### src/rtl/mcu_if.sv
// Instruction handshake, memory acknowledge and datapath control bundle
// for multicycle_control_unit; slave = control unit, master = surrounding datapath.
interface mcu_if #(
    parameter int OPCODE_WIDTH = 3,
    parameter int ALU_OP_WIDTH = 4,
    parameter int CNT_WIDTH    = 16
);
    logic                    instr_valid;
    logic [OPCODE_WIDTH-1:0] opcode;
    logic                    instr_ready;
    logic                    mem_ack;
    logic [ALU_OP_WIDTH-1:0] alu_op;
    logic                    alu_src;
    logic                    mem_read;
    logic                    mem_write;
    logic                    mem_to_reg;
    logic                    reg_write;
    logic                    branch;
    logic                    busy;
    logic                    illegal_op;
    logic                    mem_timeout;
    logic [CNT_WIDTH-1:0]    retired_count;

    modport slave (
        input  instr_valid, opcode, mem_ack,
        output instr_ready, alu_op, alu_src, mem_read, mem_write, mem_to_reg,
               reg_write, branch, busy, illegal_op, mem_timeout, retired_count
    );

    modport master (
        output instr_valid, opcode, mem_ack,
        input  instr_ready, alu_op, alu_src, mem_read, mem_write, mem_to_reg,
               reg_write, branch, busy, illegal_op, mem_timeout, retired_count
    );
endinterface

### src/rtl/multicycle_control_unit.sv
// Multicycle IDLE/DECODE/EXEC/MEM/WB control unit with a bounded memory wait.
// Define MCU_RETIRE_COUNT_EN to build the retired-instruction counter.
module multicycle_control_unit #(
    parameter int OPCODE_WIDTH = 3,
    parameter int ALU_OP_WIDTH = 4,
    parameter int MEM_TIMEOUT  = 15,
    parameter int CNT_WIDTH    = 16
) (
    input  logic  i_clk,
    input  logic  i_rst_n,
    mcu_if.slave  bus
);
    localparam int TW = $clog2(MEM_TIMEOUT + 1);

    typedef enum logic [2:0] {S_IDLE, S_DECODE, S_EXEC, S_MEM, S_WB} state_t;

    state_t                  r_state, w_next;
    logic [OPCODE_WIDTH-1:0] r_opcode;
    logic [TW-1:0]           r_cnt;
    logic                    r_mem_timeout;
    logic                    w_timeout;
    logic [2:0]              w_op3;
    logic                    w_illegal, w_is_sw, w_is_lw, w_is_beq, w_is_mem, w_limit;
    logic [3:0]              w_alu4;

    assign w_op3     = r_opcode[2:0];
    assign w_illegal = (r_opcode >> 3) != '0;
    assign w_is_sw   = !w_illegal && (w_op3 == 3'd3);
    assign w_is_lw   = !w_illegal && (w_op3 == 3'd4);
    assign w_is_beq  = !w_illegal && (w_op3 == 3'd5);
    assign w_is_mem  = w_is_sw || w_is_lw;
    assign w_limit   = (r_cnt == TW'(MEM_TIMEOUT - 1));

    always_comb begin
        case (w_op3)
            3'd0, 3'd3, 3'd4: w_alu4 = 4'b0010;
            3'd1, 3'd5:       w_alu4 = 4'b0110;
            3'd2:             w_alu4 = 4'b0111;
            3'd6:             w_alu4 = 4'b0000;
            default:          w_alu4 = 4'b0001;
        endcase
    end

    always_ff @(posedge i_clk or negedge i_rst_n) begin
        if (!i_rst_n) begin
            r_state       <= S_IDLE;
            r_opcode      <= '0;
            r_cnt         <= '0;
            r_mem_timeout <= 1'b0;
        end else begin
            r_state       <= w_next;
            r_mem_timeout <= w_timeout;
            if (r_state == S_IDLE && bus.instr_valid)
                r_opcode <= bus.opcode;
            // Counter only lives while the FSM stays in MEM, so any exit clears it.
            r_cnt <= (r_state == S_MEM && w_next == S_MEM) ? r_cnt + 1'b1 : '0;
        end
    end

    always_comb begin
        w_next         = r_state;
        w_timeout      = 1'b0;
        bus.instr_ready = 1'b0;
        bus.alu_op     = '0;
        bus.alu_src    = 1'b0;
        bus.mem_read   = 1'b0;
        bus.mem_write  = 1'b0;
        bus.mem_to_reg = 1'b0;
        bus.reg_write  = 1'b0;
        bus.branch     = 1'b0;
        bus.illegal_op = 1'b0;
        case (r_state)
            S_IDLE: begin
                bus.instr_ready = 1'b1;
                if (bus.instr_valid) w_next = S_DECODE;
            end
            S_DECODE: begin
                bus.illegal_op = w_illegal;
                w_next = w_illegal ? S_IDLE : S_EXEC;
            end
            S_EXEC: begin
                bus.alu_op  = ALU_OP_WIDTH'(w_alu4);
                bus.alu_src = w_is_mem;
                bus.branch  = w_is_beq;
                if (w_is_beq)      w_next = S_IDLE;
                else if (w_is_mem) w_next = S_MEM;
                else               w_next = S_WB;
            end
            S_MEM: begin
                bus.alu_op    = ALU_OP_WIDTH'(w_alu4);
                bus.alu_src   = 1'b1;
                bus.mem_write = w_is_sw;
                bus.mem_read  = w_is_lw;
                // An ack on the limit cycle takes priority over the timeout.
                if (bus.mem_ack) begin
                    w_next = w_is_sw ? S_IDLE : S_WB;
                end else if (w_limit) begin
                    w_timeout = 1'b1;
                    w_next    = S_IDLE;
                end
            end
            S_WB: begin
                bus.reg_write  = 1'b1;
                bus.mem_to_reg = w_is_lw;
                w_next = S_IDLE;
            end
            default: w_next = S_IDLE;
        endcase
    end

    assign bus.busy        = (r_state != S_IDLE);
    assign bus.mem_timeout = r_mem_timeout;

`ifdef MCU_RETIRE_COUNT_EN
    logic                 w_retire;
    logic [CNT_WIDTH-1:0] r_retired;

    assign w_retire = (r_state == S_EXEC && w_is_beq) ||
                      (r_state == S_MEM && w_is_sw && bus.mem_ack) ||
                      (r_state == S_WB);

    always_ff @(posedge i_clk or negedge i_rst_n) begin
        if (!i_rst_n)      r_retired <= '0;
        else if (w_retire) r_retired <= r_retired + 1'b1;
    end

    assign bus.retired_count = r_retired;
`else
    assign bus.retired_count = {CNT_WIDTH{1'b0}};
`endif
endmodule

### src/flat_wrapper.sv
// flat-port wrapper written by rule: the top's interface ports become plain ports
module multicycle_control_unit_flat 
#(
    parameter int OPCODE_WIDTH = 3,
    parameter int ALU_OP_WIDTH = 4,
    parameter int MEM_TIMEOUT  = 15,
    parameter int CNT_WIDTH    = 16
)
  (i_clk, i_rst_n, bus_instr_valid, bus_opcode, bus_mem_ack, bus_instr_ready, bus_alu_op, bus_alu_src, bus_mem_read, bus_mem_write, bus_mem_to_reg, bus_reg_write, bus_branch, bus_busy, bus_illegal_op, bus_mem_timeout, bus_retired_count);
  mcu_if #(.OPCODE_WIDTH(OPCODE_WIDTH), .ALU_OP_WIDTH(ALU_OP_WIDTH), .CNT_WIDTH(CNT_WIDTH)) bus_i ();
  input  logic i_clk;
  input  logic i_rst_n;
  input wire logic [$bits(bus_i.instr_valid)-1:0] bus_instr_valid;
  input wire logic [$bits(bus_i.opcode)-1:0] bus_opcode;
  input wire logic [$bits(bus_i.mem_ack)-1:0] bus_mem_ack;
  output wire logic [$bits(bus_i.instr_ready)-1:0] bus_instr_ready;
  output wire logic [$bits(bus_i.alu_op)-1:0] bus_alu_op;
  output wire logic [$bits(bus_i.alu_src)-1:0] bus_alu_src;
  output wire logic [$bits(bus_i.mem_read)-1:0] bus_mem_read;
  output wire logic [$bits(bus_i.mem_write)-1:0] bus_mem_write;
  output wire logic [$bits(bus_i.mem_to_reg)-1:0] bus_mem_to_reg;
  output wire logic [$bits(bus_i.reg_write)-1:0] bus_reg_write;
  output wire logic [$bits(bus_i.branch)-1:0] bus_branch;
  output wire logic [$bits(bus_i.busy)-1:0] bus_busy;
  output wire logic [$bits(bus_i.illegal_op)-1:0] bus_illegal_op;
  output wire logic [$bits(bus_i.mem_timeout)-1:0] bus_mem_timeout;
  output wire logic [$bits(bus_i.retired_count)-1:0] bus_retired_count;
  assign bus_i.instr_valid = bus_instr_valid;
  assign bus_i.opcode = bus_opcode;
  assign bus_i.mem_ack = bus_mem_ack;
  assign bus_instr_ready = bus_i.instr_ready;
  assign bus_alu_op = bus_i.alu_op;
  assign bus_alu_src = bus_i.alu_src;
  assign bus_mem_read = bus_i.mem_read;
  assign bus_mem_write = bus_i.mem_write;
  assign bus_mem_to_reg = bus_i.mem_to_reg;
  assign bus_reg_write = bus_i.reg_write;
  assign bus_branch = bus_i.branch;
  assign bus_busy = bus_i.busy;
  assign bus_illegal_op = bus_i.illegal_op;
  assign bus_mem_timeout = bus_i.mem_timeout;
  assign bus_retired_count = bus_i.retired_count;
  multicycle_control_unit #(.OPCODE_WIDTH(OPCODE_WIDTH), .ALU_OP_WIDTH(ALU_OP_WIDTH), .MEM_TIMEOUT(MEM_TIMEOUT), .CNT_WIDTH(CNT_WIDTH)) u_core (.i_clk(i_clk), .i_rst_n(i_rst_n), .bus(bus_i));
endmodule
### config.mk
export PLATFORM = sky130hd
export DESIGN_NAME = multicycle_control_unit_flat
export DESIGN_NICKNAME = d
export VERILOG_FILES = /design/src/rtl/mcu_if.sv /design/src/rtl/multicycle_control_unit.sv /design/src/flat_wrapper.sv
export SDC_FILE = /design/constraint.sdc
export NUM_CORES = 1
export LEC_CHECK = 0
export BUFFER_PORTS_ARGS = -buffer_cell sky130_fd_sc_hd__buf_2
export CORE_UTILIZATION = 39
export CTS_CLUSTER_DIAMETER = 150
export CTS_CLUSTER_SIZE = 40
export DETAILED_ROUTE_END_ITERATION = 10
export GPL_ROUTABILITY_DRIVEN = 0
export PLACE_DENSITY = 0.82
export SYNTH_ARGS = -nofsm -noshare
export SYNTH_HDL_FRONTEND = slang
export SYNTH_SLANG_ARGS = --single-unit
### constraint.sdc
create_clock -name i_clk -period 1.56 [get_ports i_clk]
set_input_delay 0.39 -clock i_clk [delete_from_list [all_inputs] [get_ports i_clk]]
set_output_delay 0.39 -clock i_clk [all_outputs]
set_load 0.005 [all_outputs]
==> results.yml, run 1 <==
logic_synthesis:
  synth_top_family_by_area: "simple AND/OR/NAND/NOR gates"
  yosys.area.top_type: "dfrtp_1"
  yosys.cell_types.count: 26
  muxShareOfSynthArea_pct: 3.15
  syn_avg_cell_area_um2: 9.28
  synthSimpleGateAreaFrac_pct: 22.6
  synthXorXnorAreaFrac_pct: 3.68
  synth_top_area_share_pct: 38.5
  yosys_warnings: 0
  synth_compound_area_share_pct: 7.01
  synth_cells: 77
  synthTopCellsByArea: "dfrtp_1, buf_4, nor2_1"
  syn_area_um2: 714
  synthAdderAreaFrac_pct: 3.50
  seq_area_frac_synth_pct: 38.5
  ys_ff_latch: 11
layout:
  drive_gt1_share_pct: 52.1
  final_area_mm2: 0.00109
  syn_to_final_growth_pct: 52.0
  final_util_pct: 62.9
  final_net_count: 129
  diodes: 0
hold_path:
  hp-start: "bus_opcode[0]"
  holdCritPathClass: "in -> reg"
power_and_ir_drop:
  power_density_mw_per_mm2: 1830
  vdd_drop_max_mv: 1.36
  leakagePower_nw: 0.557
sta:
  min_period_ns: 1.90
  rsz0062_at_grt: "true"
  clock_skew_ns: 0.000588
  hold_ws_ns: 0.347
  slew_viol_final: 0
  timing.final.crit_share_pct: 122
  setup_tns_ns: -1.76
  setup_violations: 10
  fmax_ghz: 0.527
  hold_violations: 0
  setup_ws_ns: -0.337
clocking:
  clkTransAtPathRegs_ns: 0.07
  cts_tree: "yes"
  ctsHtreeMaxLevel: 1
  cts_sinks: 11
  worstSkewPairLatency_ns: 0.27
  cts_buffer_depth: 2
  cts_buffers: 3
  cts-root-buf: "clkbuf_4"
worst_setup_path:
  crit_chain: "or3b_1, a211o_1, nand2_1, buf_2"
  endpoint_kind: "output port"
  max_stage_delay_ns: 0.40
  cp_data_arrival_time_ns: 1.51
  regToRegStartpoint: "u_core.r_opcode[0]$_DFFE_PN0P_"
  cp_data_required_time_ns: 1.17
  crit_type: "reg -> out"
  cp_slowest_cell: "or3b_1"
  crit_start: "u_core.r_opcode[0]$_DFFE_PN0P_"
  path_max_fanout: 2
  startpoint_type: "flip-flop"
die:
  io_pins: 37
  placementRows: 15
  dieArea_mm2: 0.00201
  start_util_pct: 41.4
  die_h_um: 44.8
  die_x_um: 44.8
  core-area_mm2: 0.00173
job:
  maxCapViolCount: 0
place:
  portBuffers: 18
  postPlaceCellArea_um2: 836
  place_hpwl_mm: 1.07
  place_ws_ns: -0.0265
global_route:
  overflow: 0
  grt_antenna_before_repair: 0
  globalRouteMet1Util_pct: 18.8
  grt_max_degree: 12
  grt_pass1_wl_mm: 2.30
  grtUsageMet2_pct: 27.9
  grt.busiest_layer: "met2"
  grt_pass1_vias: 550
  met3_usage_pct: 6.00
  grtUsageTotal_pct: 16.6
status:
  violations: "negative setup slack"
  status: "finished with violations"
route:
  dr.pass1.iters: 4
  wl_mm: 1.59
  via_per_inst: 4.40
  drc: 0
  route.vias.total: 634
  drtIter0Drc: 4
  final_antenna_net_count: 0
  post_drt_wl_per_cell_um: 11.0
## where the power goes
| group | switching [mW] | internal, mW | total (mW) |
|---|---|---|---|
| Clock | 0.0973 | 0.0992 | 0.196 |
| Sequential | 0.116 | 0.369 | 0.485 |
| Combinational | 0.540 | 0.764 | 1.30 |
| Total | 0.753 | 1.23 | 1.99 |
## path summary, 6_finish.rpt
path	depth (start not counted)	endpoint	slack (ns)
max in group asynchronous	2	u_core.r_state[0]$_DFF_PN0_	0.84
max	4	bus_alu_src	-0.34
min in group asynchronous	2	u_core.r_cnt[3]$_DFF_PN0_	0.51
min	2	u_core.r_opcode[0]$_DFFE_PN0P_	0.35
min reg2reg	1	u_core.r_cnt[0]$_DFF_PN0_	0.48
max reg2reg	4	u_core.r_state[1]$_DFF_PN0_	0.02
## logic make-up (layout without fill, tap and decap cells)
group	count (synthesis)	after routing
adders and majority gates	2	2
muxes	2	2
other	1	18
buffers and inverters	22	47
DFF	11	11
xor gates and xnor gates	3	3
AOI/OAI and AO/OA	6	6
and+or+nand+nor	30	30
## cells in the final DEF, fill, tap and decap left out, types with 2 or more instances in the layout
cell and instances:
conb_1 18, buf_2 16, buf_4 15, dfrtp_1 9, buf_6 8, nor2_1 7
nand3_1 4, clkbuf_4 3, or3b_1 2, nand2_1 2, mux2_2 2, ha_1 2
dfrtp_2 2
## cell type report
cell class                 count  area (um2)
clock buffer                   4        26.3
tap                           25        31.3
timing repair buffer          40         293
inverter                       3        16.3
multi-input combinational     61         442
fill                         151         641
sequential                    11         278
## per-layer routing
layer  part of all wire, %  vias up  wire length [um]
met3                   7.2        2               114
met5                     0        -                 0
met1                    37      297               587
met4                  0.94        0                15
li1                      -      305                 -
met2                    55       30               871
## state kept, by name, summed over array words and instances, names as in the netlist
name,cells
u_core.r_cnt,4
u_core.r_opcode,3
u_core.r_state,3
u_core.bus.mem_timeout,1
## synth_stat cells
cell type	instances
buf_4	18
mux2_2	2
o21ai_0	1
a211o_1	1
dfrtp_1	11
nor2b_1	1
inv_1	3
clkbuf_1	1
nor4b_1	1
and2b_2	1
nand3b_1	1
nand2_1	4
nor3_1	3
xor2_1	2
nor2_1	8
nand2b_1	2
ha_1	2
o2111a_1	1
nand3_1	4
a311oi_2	1
and2_1	2
or3b_1	2
conb_1	1
a21oi_1	2
nor3b_1	1
xnor2_1	1
## critical path, delay by kind of cell (launching register included)
kind | cells | cell delay (ns)
buffers and inverters | 1 | 0.10
AOI/OAI and AO/OA | 1 | 0.29
DFF | 1 | 0.39
and+or+nand+nor | 2 | 0.46
## stage by stage
step	std cells	power, mW
floorplan	94	0.835
global placement	128	1.12
detailed placement	128	1.16
CTS	140	1.74
global route	144	2.11
finish	144	1.99
## timing repair
| action | CTS | global route |
|---|---|---|
| pin swaps | 6 | 5 |
| hold buffers | 1 | 0 |
| resized for setup | 23 | 12 |
| hold endpoints to repair | 11 | 0 |
| setup buffers | 7 | 5 |
| setup endpoints to repair | 11 | 11 |
Note: power is estimated with default switching activity, not from simulation.
==> run 2: changes to the inputs <==
- ABC_AREA: not set -> 1
- CORE_UTILIZATION: 39 -> 40
- PLACE_DENSITY: 0.82 -> 0.83
==> run 2 against run 1 <==
The flow still finishes with violations (negative setup slack). Largest power group unchanged. Final cell count increased by 13%. Synthesized cell count up 30%. Count of clock-buffer cells in the layout down 1. Worst setup slack better by 0.25 ns. Fmax is 15% higher. Highest routed layer unchanged. Die area rose by 2.5%. Sequential power rose by 3%. Non-clock buffer count shrank 6. Wire length rose by 9.4%. Clock power increased by 4%.
==> results.yml, run 2 <==
status:
  status: "finished with violations"
  violations: "negative setup slack"
clocking:
  ctsHtreeMaxLevel: 1
  cts_buffer_depth: 2
  clkTransAtPathRegs_ns: 0.08
  worstSkewPairLatency_ns: 0.28
  cts-root-buf: "clkbuf_4"
  cts_sinks: 11
  cts_tree: "yes"
  cts_buffers: 3
sta:
  hold_ws_ns: 0.296
  fmax_ghz: 0.606
  setup_ws_ns: -0.0907
  timing.final.crit_share_pct: 106
  hold_violations: 0
  slew_viol_final: 0
  min_period_ns: 1.65
  setup_violations: 8
  rsz0062_at_grt: "true"
  setup_tns_ns: -0.409
  clock_skew_ns: 0.00133
layout:
  diodes: 0
  reg_top3: "u_core.r_cnt x4, u_core.r_opcode x3, u_core.r_state x3"
  nFillCells: 154
  largest-register: "u_core.r_cnt"
  area.sequential_um2: 280
  layout_common_cells: "conb_1, buf_2, buf_4"
  final_net_count: 147
  drive_gt1_share_pct: 47.4
  syn_to_final_growth_pct: 37.3
  multi_input_area_um2: 422
  largest_reg_flops: 4
  final_cells: 162
die:
  start_util_pct: 43.1
  dieArea_mm2: 0.00206
  placementRows: 15
  die_h_um: 45.4
  die_x_um: 45.4
  core-area_mm2: 0.00175
  io_pins: 37
route:
  post_drt_wl_per_cell_um: 10.7
  wl_mm: 1.74
  dr.pass1.iters: 4
  route.vias.total: 753
  drc: 0
  via_per_inst: 4.65
  m1WireLength_um: 620
  final_antenna_net_count: 0
  wl_met3_um: 79
  wl_met2_um: 960
  top_layer_used: "met4"
  drtIter0Drc: 13
global_route:
  grt_max_degree: 12
  grt_pass1_wl_mm: 2.60
  grtUsageTotal_pct: 18.4
  grt_antenna_before_repair: 0
  overflow: 0
  grt_pass1_vias: 661
logic_synthesis:
  seq_area_frac_synth_pct: 36.6
  yosys_warnings: 0
  synth_most_common_cell: "buf_4"
  yosys.area.top_type: "dfrtp_1"
  syn_avg_cell_area_um2: 7.52
  synthFlopType: "dfrtp_1"
  synth_cells: 100
  ys_ff_latch: 11
  synthTopCellsByCount: "buf_4, nand2_1, nor2_1"
  yosys.cell_types.count: 19
  syn_area_um2: 752
  synth_edf_count: 0
  synthTopCellsByArea: "dfrtp_1, buf_4, nand2_1"
  synth_top_area_share_pct: 36.6
  async_reset_ff_share_pct: 100
job:
  maxCapViolCount: 0
worst_setup_path:
  path_max_fanout: 6
  startpoint_type: "flip-flop"
  crit_type: "reg -> out"
  cp_data_required_time_ns: 1.17
  endpoint_kind: "output port"
  cp_data_arrival_time_ns: 1.26
power_and_ir_drop:
  switching_power_uw: 737
  leakagePower_nw: 0.565
  vdd_drop_max_mv: 0.700
  power_density_mw_per_mm2: 1610
  comb_power_share_pct: 57.6
  p_seq_share_pct: 30.1
  power_frac_clock_pct: 12.3
  p_int_uw: 925
  switching_share_pct: 44.3
place:
  dpl.cell_count: 142
  portBuffers: 18
  place_hpwl_mm: 1.06
  place_ws_ns: 0.148
hold_path:
  holdCritPathClass: "in -> reg"
-- run 2: stage by stage --
step	util, %	cell area [um2]	total power [mW]
floorplan	-	816	0.829
global placement	45.9	802	0.948
detailed placement	45.9	802	0.973
CTS	54.1	945	1.41
global route	59.1	1030	1.77
finish	59.1	1030	1.66
-- run 2: area by class of cell --
type                            count  area share [%]
Timing Repair Buffer               34            21.3
Tap cell                           25            3.03
Clock inverter                      1           0.485
Inverter                           13            4.97
Clock buffer                        3            2.18
Sequential cell                    11            27.2
Multi-Input combinational cell     75            40.8
-- run 2: kinds of logic (layout without fill, tap and decap cells) --
kind of cell / after synthesis / count (layout) / share of synthesized area [%]
flip-flops: 11 / 11 / 36.6
buffers and inverters: 31 / 51 / 24.5
AO/OA/AOI/OAI: 8 / 8 / 5.66
XOR/XNOR: 1 / 1 / 1.16
AND/OR/NAND/NOR: 46 / 46 / 28.3
adder cells (fa/ha/maj): 2 / 2 / 3.33
other: 1 / 18 / 0.499
-- run 2: metal layers --
layer	GRT usage (%)	vias to the layer above
met5	0	-
met4	15.8	0
met2	33.3	37
met3	1.60	16
li1	-	350
met1	18.6	350
-- run 2: path summary, 6_finish.rpt --
path / start / endpoint / slack, ns / cells past startpoint
setup reg to reg: u_core.r_state[2]$_DFF_PN0_ / u_core.r_cnt[1]$_DFF_PN0_ / 0.34 / 6
setup / recovery: u_core.r_opcode[0]$_DFFE_PN0P_ / bus_alu_op[0] / -0.09 / 4
hold / removal: bus_mem_ack / u_core.bus.mem_timeout$_DFF_PN0_ / 0.30 / 2
max in group asynchronous: i_rst_n / u_core.r_state[1]$_DFF_PN0_ / 0.84 / 2
min in group asynchronous: i_rst_n / u_core.r_cnt[0]$_DFF_PN0_ / 0.50 / 2
hold reg to reg: u_core.r_cnt[0]$_DFF_PN0_ / u_core.r_cnt[0]$_DFF_PN0_ / 0.51 / 1
-- run 2: critical path, stage by stage, from the launching register on --
cell and delay [ns]:
dfrtp_2 0.46, buf_4 0.15, nand3_1 0.11, a21oi_1 0.15
buf_2 0.12
-- run 2: power by group through the flow --
stage	clock [mW]	combinational, mW	sequential (mW)
global route	0.224	1.04	0.513
CTS	0.204	0.739	0.469
finish	0.204	0.957	0.501
global placement	0	0.490	0.457
detailed placement	0	0.506	0.467
floorplan	0	0.382	0.447
-- run 2: repair_timing --
action | CTS | global route
hold buffers | 1 | 0
gates resized for setup | 13 | 15
setup endpoints to repair | 11 | 10
pin swaps | 2 | 2
endpoints found under the hold margin | 11 | 0
buffers inserted | 9 | 6
==> run 3: changes to the inputs <==
==> constraint.sdc (replaced) <==
create_clock -name i_clk -period 1.56 [get_ports i_clk]
set_input_delay 0.39 -clock i_clk [delete_from_list [all_inputs] [get_ports i_clk]]
set_output_delay 0.39 -clock i_clk [all_outputs]
set_load 0.05 [all_outputs]
==> run 3 against run 2 <==
The run still ends with negative setup slack left. Global-route usage is 0.74 points lower. Sequential share of layout area down 3.6 points. Largest power group unchanged. Clock power down 5%. Sequential cell count stayed put. Critical path type unchanged. Fmax decreased by 5.3%. Total power grew 45%. Highest routed layer is now met3. First-iteration DRC count is 31% lower. Wire length is 6.5% higher. Critical path depth unchanged.
==> results.yml, run 3 (synthesis results as in run 2) <==
layout:
  largest_reg_flops: 4
  reg_top3: "u_core.r_cnt x4, u_core.r_opcode x3, u_core.r_state x3"
  final_common_cell: "conb_1"
  layout_common_cells: "conb_1, buf_6, nand2_1"
  syn_to_final_growth_pct: 58.6
  largest-register: "u_core.r_cnt"
  diodes: 0
  final_cells: 164
  drive_gt1_share_pct: 52.5
  final_net_count: 149
global_route:
  grt_pass1_wl_mm: 2.55
  overflow: 0
  grt_pass1_vias: 639
  grt_max_degree: 12
  grt_antenna_before_repair: 0
  grtUsageTotal_pct: 17.6
status:
  violations: "negative setup slack"
  status: "finished with violations"
worst_setup_path:
  crit_type: "reg -> out"
  endpoint_kind: "output port"
  cp_data_required_time_ns: 1.17
  crit_start: "u_core.r_state[1]$_DFF_PN0_"
  r2r-end: "u_core.r_opcode[0]$_DFFE_PN0P_"
  cp_top_family: "flip-flops"
  regToRegStartpoint: "u_core.r_state[1]$_DFF_PN0_"
  cp.depth: 4
  reg2reg_slack_ns: -0.01
  crit_buf_inv: 2
  crit_chain: "nor2_4, inv_4, nor3_2, buf_6"
  cp-endpoint: "bus_mem_to_reg"
  max_stage_delay_ns: 0.47
  cp_data_arrival_time_ns: 1.35
  worstRegToRegCells: 10
  startpoint_type: "flip-flop"
  cp_slowest_cell: "dfrtp_2"
  path_max_fanout: 5
job:
  maxCapViolCount: 0
clocking:
  clkTransAtPathRegs_ns: 0.07
  cts-root-buf: "clkbuf_4"
  worstSkewPairLatency_ns: 0.27
  cts_tree: "yes"
  cts_buffers: 3
  cts_buffer_depth: 2
  cts_sinks: 11
  ctsHtreeMaxLevel: 1
die:
  io_pins: 37
  die_x_um: 45.4
  start_util_pct: 43.1
  core-area_mm2: 0.00175
  placementRows: 15
  die_h_um: 45.4
  dieArea_mm2: 0.00206
route:
  via_per_inst: 4.45
  route.vias.total: 729
  wl_mm: 1.85
  dr.pass1.iters: 4
  final_antenna_net_count: 0
  drc: 0
  post_drt_wl_per_cell_um: 11.3
  drtIter0Drc: 9
place:
  portBuffers: 18
  dpl.cell_count: 148
  place_hpwl_mm: 1.12
sta:
  hold_violations: 0
  hold_ws_ns: 0.298
  rsz0062_at_grt: "true"
  setup_violations: 13
  min_period_ns: 1.74
  setup_tns_ns: -1.27
  clock_skew_ns: 0.00429
  timing.final.crit_share_pct: 112
  fmax_ghz: 0.573
  setup_ws_ns: -0.184
  slew_viol_final: 0
power_and_ir_drop:
  vdd_drop_max_mv: 0.969
  switching_share_pct: 51.2
  leakagePower_nw: 0.601
  p_int_mw: 1.18
  comb_power_share_pct: 71.3
  total_power_mw: 2.41
  power_frac_clock_pct: 8.1
  p_seq_share_pct: 20.6
  power_density_mw_per_mm2: 2020
  switching_power_mw: 1.23
hold_path:
  holdCritPathClass: "in -> reg"
-- run 3: power groups by stage --
stage / logic [mW] / clock network (mW) / registers (mW)
detailed placement: 1.06 / 0 / 0.459
CTS: 1.42 / 0.198 / 0.450
global placement: 1.04 / 0 / 0.452
finish: 1.72 / 0.194 / 0.497
global route: 1.81 / 0.219 / 0.511
floorplan: 0.820 / 0 / 0.453
-- run 3: metrics by stage --
stage,utilization (%),setup WS (ns),cell area (um2)
final,68.3,-0.184,1190
after CTS,61.0,-0.188,1060
after floorplan,-,-0.237,838
after global routing,68.3,-0.254,1190
after detailed placement,49.8,0.0264,870
after global placement,49.8,0.0687,870
-- run 3: worst min-delay path by stage --
stage	from	endpoint	slack, ns	depth (start not counted)
floorplan	i_rst_n	u_core.bus.mem_timeout$_DFF_PN0_	0.09	0
global placement	i_rst_n	u_core.r_cnt[3]$_DFF_PN0_	0.26	1
detailed placement	i_rst_n	u_core.r_cnt[1]$_DFF_PN0_	0.27	1
CTS	bus_mem_ack	u_core.bus.mem_timeout$_DFF_PN0_	0.29	2
global route	bus_mem_ack	u_core.bus.mem_timeout$_DFF_PN0_	0.30	2
finish	bus_mem_ack	u_core.bus.mem_timeout$_DFF_PN0_	0.30	2
-- run 3: final cells by class --
cell class	count	area, um2
clock inverter	1	5.00
tap	25	31.3
fill	140	553
clock buffer	3	22.5
multi-input combinational	75	460
sequential	11	280
inverter	13	51.3
timing repair buffer	36	342
-- run 3: worst register-to-register path, cell delays in order (launching register included) --
cell     delay [ns]
dfrtp_2        0.47
nor2_4         0.17
buf_4          0.13
buf_6          0.08
buf_6          0.08
buf_6          0.07
buf_4          0.08
buf_4          0.10
nand3_4        0.10
nand2_1        0.09
o21ai_0        0.07
-- run 3: routing by layer --
metal | vias up | wire length [um] | track usage, %
met1 | 345 | 705 | 17.4
met5 | - | 0 | 0
li1 | 354 | - | -
met2 | 30 | 1070 | 33.9
met3 | 0 | 77 | 4.00
met4 | 0 | 0 | 8.48
-- run 3: what timing repair did --
item / CTS / global route
setup endpoints to repair: 11 / 15
gates resized for setup: 31 / 33
pin swaps: 7 / 8
gates cloned: 0 / 0
buffers inserted: 9 / 5
hold buffers: 1 / 0
endpoints found under the hold margin: 11 / 0
